==> src/rtl/operand_gather.sv <==
// Collects up to NB_INS operand words into one group for a downstream AND stage.
// A short group (in_last early) is padded with all-ones. Output is registered; the block stalls upstream while a group is held.
module operand_gather #(
    parameter int BUS_WIDTH = 4,
    parameter int NB_INS    = 3
) (
    input  logic                          clk,
    input  logic                          rst,
    input  logic                          in_valid,
    output logic                          in_ready,
    input  logic [BUS_WIDTH-1:0]          in_data,
    input  logic                          in_last,
    output logic                          out_valid,
    input  logic                          out_ready,
    output logic [BUS_WIDTH*NB_INS-1:0]   out_buses,
    output logic [$clog2(NB_INS+1)-1:0]   count
);

    localparam int CW = $clog2(NB_INS + 1);
    localparam logic [CW-1:0] LAST_IDX = CW'(NB_INS - 1);
    localparam logic [CW-1:0] FULL_CNT = CW'(NB_INS);

    typedef enum logic {FILL, FULL} state_t;

    state_t                        state_q, state_d;
    logic [CW-1:0]                 count_q, count_d;
    logic [BUS_WIDTH*NB_INS-1:0]   slots_q, slots_d;
    logic                          accept;

    assign accept = in_valid && (state_q == FILL);

    // Slots above count_q are already all-ones (set on reset and on every
    // group release), so an early in_last needs no explicit padding.
    always_comb begin
        state_d = state_q;
        count_d = count_q;
        slots_d = slots_q;
        case (state_q)
            FILL: begin
                if (accept) begin
                    for (int k = 0; k < NB_INS; k++) begin
                        if (CW'(k) == count_q) begin
                            slots_d[k*BUS_WIDTH +: BUS_WIDTH] = in_data;
                        end
                    end
                    if (in_last || (count_q == LAST_IDX)) begin
                        count_d = FULL_CNT;
                        state_d = FULL;
                    end else begin
                        count_d = count_q + 1'b1;
                    end
                end
            end
            FULL: begin
                if (out_ready) begin
                    state_d = FILL;
                    count_d = '0;
                    slots_d = '1;
                end
            end
            default: begin
                state_d = FILL;
                count_d = '0;
                slots_d = '1;
            end
        endcase
    end

    always_ff @(posedge clk or posedge rst) begin
        if (rst) begin
            state_q <= FILL;
            count_q <= '0;
            slots_q <= '1;
        end else begin
            state_q <= state_d;
            count_q <= count_d;
            slots_q <= slots_d;
        end
    end

    assign in_ready  = (state_q == FILL) && !rst;
    assign out_valid = (state_q == FULL);
    assign out_buses = slots_q;
    assign count     = count_q;

endmodule

==> config.mk <==
export PLATFORM = sky130hd
export DESIGN_NAME = operand_gather
export DESIGN_NICKNAME = d
export VERILOG_FILES = /design/src/rtl/operand_gather.sv
export SDC_FILE = /design/constraint.sdc
export NUM_CORES = 1
export LEC_CHECK = 0
export BUFFER_PORTS_ARGS = -buffer_cell sky130_fd_sc_hd__buf_4
export CAP_MARGIN = 20
export CORE_MARGIN = 2
export CORE_UTILIZATION = 35
export DETAILED_ROUTE_END_ITERATION = 8
export PLACE_DENSITY = 0.69
export RECOVER_POWER = 25
export SYNTH_ARGS = -nofsm -noshare
export SYNTH_HDL_FRONTEND = slang
export SYNTH_SLANG_ARGS = --single-unit
==> constraint.sdc <==
create_clock -name clk -period 2.75 [get_ports clk]
set_input_delay 0.1375 -clock clk [delete_from_list [all_inputs] [get_ports clk]]
set_output_delay 0.1375 -clock clk [all_outputs]
set_load 0.01 [all_outputs]
Word-level counts from Yosys, hierarchy flattened. Index checks and enable logic that the tools add are counted.

Register bits: 15. Input port bits: 9. Output and inout bits: 16. Word-level logic and storage cells: 38.

Add/subtract/negate cells: 1. Equal/unequal tests: 8. Multiplexer cells: 14. Bitwise operators: 1. Reductions and logical operators: 9.

Operator list (count): 12-bit two-way mux (2); 12-bit one-hot mux with 2 select lines (1); 4-bit two-way mux (3); 3-bit AND reduction (3); 2-bit two-way mux (3); 2-bit by 1-bit != test with 1-bit output, second input constant (3); 2-bit != test, second input constant (2); 2-bit one-hot mux with 2 select lines (1); 1-bit two-way mux (3); 2-bit by 1-bit adder with 2-bit output, second input constant (1); 1-bit by 2-bit equality test with 1-bit output, first input constant (1); 2-bit equality test, first input constant (1); 2-bit equality test, second input constant (1); 1-bit logical AND (2); 2-bit zero test (1); 1-bit one-hot mux with 2 select lines (1); 2-bit AND reduction (1); 1-bit zero test (1); 1-bit logical OR (1); 1-bit NOT (1).

Depth between registers and ports, before layout.
Depth in word-level cells: 5. Depth in mapped cells: 5. Mapped depth without buffers: 5.

Least setup slack after synthesis. No wires, ideal clock.

Kind: register to register. Start: register count_q[0] (netlist: count[0]). End: register slots_q[11] (netlist: out_buses[11]). Arrival: 1.191 ns. Data required time: 2.666 ns. Path slack: 1.475 ns. Stages on the path, launching flop included: 5. Period minus slack after synthesis: 1.275 ns. Cell sequence: dfrtp_1 > inv_1 > ha_1 > nand2_1 > o32a_2.

Longest elaborated chain between the ends: 3.

RTL lines: start: declaration (line 26) `logic [CW-1:0] count_q, count_d;`; start signal: assignment (line 76) `count_q <= count_d;`; 2-bit equality test (line 42) `if (CW'(k) == count_q) begin`; 2-bit by 1-bit != test with 1-bit output (no source line); 3-bit AND reduction (no source line); end signal: assignment (line 77) `slots_q <= slots_d;`; end: declaration (line 27) `logic [BUS_WIDTH*NB_INS-1:0] slots_q, slots_d;`.

No other way between the ends. A chain may end at the register's enable or synchronous reset.

Worst setup path after layout.
Start: register state_q (netlist: out_valid). End: register slots_q[5] (netlist: out_buses[5]).

Longest elaborated chain between the ends: 4. Elaborated cells on any way between the ends: 7. Those cells by class: eq/ne (3); mux (1); bitwise (1); reduce/logical (2).

RTL lines: start: declaration (line 25) `state_t state_q, state_d;`; start signal: assignment (line 75) `state_q <= state_d;`; 1-bit NOT; 1-bit logical AND (line 30) `assign accept = in_valid && (state_q == FILL);`; 2-bit != test (no source line); 3-bit AND reduction (no source line).

Several ways; a longest one is shown, not always the timed one.

==> run_results.csv <==
group,metric,value,unit
outcome,status,"finished clean",
critical_path,arrival,1640,ps
clock_tree,insertion_delay,280,ps
floorplanning,initial_utilization,37.4,%
floorplanning,rows,16,
floorplanning,dieArea,2480,µm²
drt,dr.pass1.iters,4,
pwr,power_density,990,nW/µm²
critical_path,critical_path_class,"reg -> reg",
critical_path,worstPathRequired,2970,ps
grt,grt_max_degree,16,
drt,via_per_inst,4.87,
floorplanning,ioPinCount,25,
pwr,worst_ir_drop_vdd,0.000358,V
critical_path,slowest_delay,610,ps
critical_path,cp_max_fo,13,
clock_tree,cts_sinks,15,
critical_path,crit_path_start_kind,"flip-flop",
logic_synthesis,ys_seq_area_share,53.2,%
finish,final_nets,104,
critical_path,cp_slowest_cell,"dfrtp_1",
critical_path,worstPathCellList,"nand2b_1 > a21boi_2 > o32a_2",
logic_synthesis,synthCells,64,
pwr,p_total,966,µW
sta,skew,4.00,ps
finish,fill_cells,194,
clock_tree,htreeDepth,1,
placed_design,place.gp.congestion,0.757,
sta,slew_violations,0,
grt,grt_pass1_vias,608,
logic_synthesis,syn_area,734,µm²
drt,drc,0,
clock_tree,postCtsSetupRepairBufs,0,
clock_tree,numCtsBuffers,3,
sta,fmax,705,MHz
sta,grt_setup_unrepaired,"false",
finish,layout_commonest_cell,"buf_4",
sta,hold_viol_final,0,
drt,route.final.wire_length,1.54,mm
drt,wl_per_cell,13.0,µm
clock_tree,path_clk_slew,100,ps
finish,antenna_cells,0,
finish,final-seq-area,390,µm²
sta,holdWs,105,ps
floorplanning,core,1960,µm²
clock_tree,hold_buffers,1,
floorplanning,fp.dieW,49.8,µm
finish,final_cell_mix,"buf_4 (23), dfstp_2 (12), nor2_1 (8)",
grt,track_usage,14.3,%
logic_synthesis,avgSynthCellArea,11.5,µm²
flow_run,drv_cap,0,
placed_design,place_hpwl,1.15,mm
finish,area_growth,32.9,%
sta,finalSetupViolCount,0,
critical_path,endpoint_kind,"flip-flop",
pwr,leakage,0.000444,µW
sta,finalCriticalPeriod,1420,ps
clock_tree,post_cts_resized,0,
sta,tightestPinTransition,562,ps
drt,vias,575,
finish,drive_gt1_share,54.9,%
floorplanning,die-height,49.8,µm
logic_synthesis,yosys_register_bits,15,
logic_synthesis,synth_cell_types,19,
clock_tree,cts_buffer_depth,2,
grt,grt-ovfl-total,0,
sta,tns,0,ps
grt,grt_antenna_before_repair,0,
min_path,hold_class,"in -> reg",
grt,grt_pass1_wl,2.68,mm
logic_synthesis,yosysWarnings,0,
clock_tree,tritoncts,"yes",
logic_synthesis,syn-num-nets,76,
clock_tree,cts_root_buf,"clkbuf_4",
drt,detail-route-antenna-nets,0,
placed_design,portBuffers,24,
finish,multi_input_comb_area,319,µm²
drt,drtIter0Drc,10,
sta,slew_headroom,62.5,%
sta,finalCritPeriodShare,51.6,%
-- where the power goes --
part	switching [µW]	total, µW	internal (µW)	leakage [µW]
clock network	74.7	129	54.0	0.0000177
registers	71.0	422	351	0.000163
logic	196	416	220	0.000264
-- flip-flops by register name (all words and copies together) (netlist names) --
register	count
out_buses	12
out_valid	1
count	2
-- synth_stat cells (all sizes together) --
library cell	count	share of area, %
inv	4	2.0
ha	3	5.1
nor3	1	0.68
o41a	1	1.5
o22ai	1	0.85
a21boi	3	4.1
dfrtp	3	10
a21oi	6	4.1
nand2b	2	1.7
nor2	8	4.1
buf	2	1.4
mux2i	5	6.8
dfstp	12	43
nand2	4	2.0
o32a	7	11
o21ai	1	0.68
o21a	1	1.0
-- cells by family after synthesis --
group / share of synthesized area (%)
AO/OA/AOI/OAI: 23.0
AND/OR/NAND/NOR: 8.52
flip-flops: 53.2
buffers and inverters: 3.41
multiplexers: 6.81
adder cells (fa/ha/maj): 5.11
-- critical path: cells and delay by family, from the launching register on --
kind             cells  cell delay, ps
flip-flops           1             610
AO/OA/AOI/OAI        2             450
AND/OR/NAND/NOR      1             300
-- per-stage QoR --
| stage | utilization, % | std cells | setup slack, ps | instance area, µm² |
|---|---|---|---|---|
| 2_1_floorplan | - | 64 | 1470 | 734 |
| 3_3_place_gp | 47.8 | 113 | 1350 | 938 |
| 3_5_place_dp | 47.8 | 113 | 1350 | 938 |
| 4_1_cts | 49.7 | 118 | 1330 | 976 |
| 5_1_grt | 49.7 | 118 | 1220 | 976 |
| 6_report | 49.7 | 118 | 1330 | 976 |
-- path summary, 6_finish.rpt --
path / start / to / slack (ps) / cells past startpoint
max in group asynchronous: rst / out_buses[0]$_DFFE_PP1P_ / 1910 / 3
hold reg to reg: out_buses[4]$_DFFE_PP1P_ / out_buses[4]$_DFFE_PP1P_ / 520 / 2
setup reg to reg: out_valid$_DFF_PP0_ / out_buses[5]$_DFFE_PP1P_ / 1330 / 3
hold / removal: in_last / count[0]$_DFFE_PP0P_ / 110 / 2
setup / recovery: out_valid$_DFF_PP0_ / out_buses[5]$_DFFE_PP1P_ / 1330 / 3
min in group asynchronous: rst / out_valid$_DFF_PP0_ / 460 / 3
-- routing by layer --
layer  share of wire (%)  up-vias  track usage (%)
met5                   0        -                0
met4                   0        0             5.56
met3                 5.4        0             3.03
met2                  49       16             24.2
met1                  45      273             17.8
li1                    -      286                -
-- cell type report --
type	count	share of cell area (%)
Inverter	4	1.54
Timing Repair Buffer	25	19.5
Multi-Input combinational cell	43	32.7
Tap cell	27	3.46
Clock buffer	3	2.31
Sequential cell	15	40.0
Clock inverter	1	0.513
Note: power is estimated with default switching activity, not from simulation.
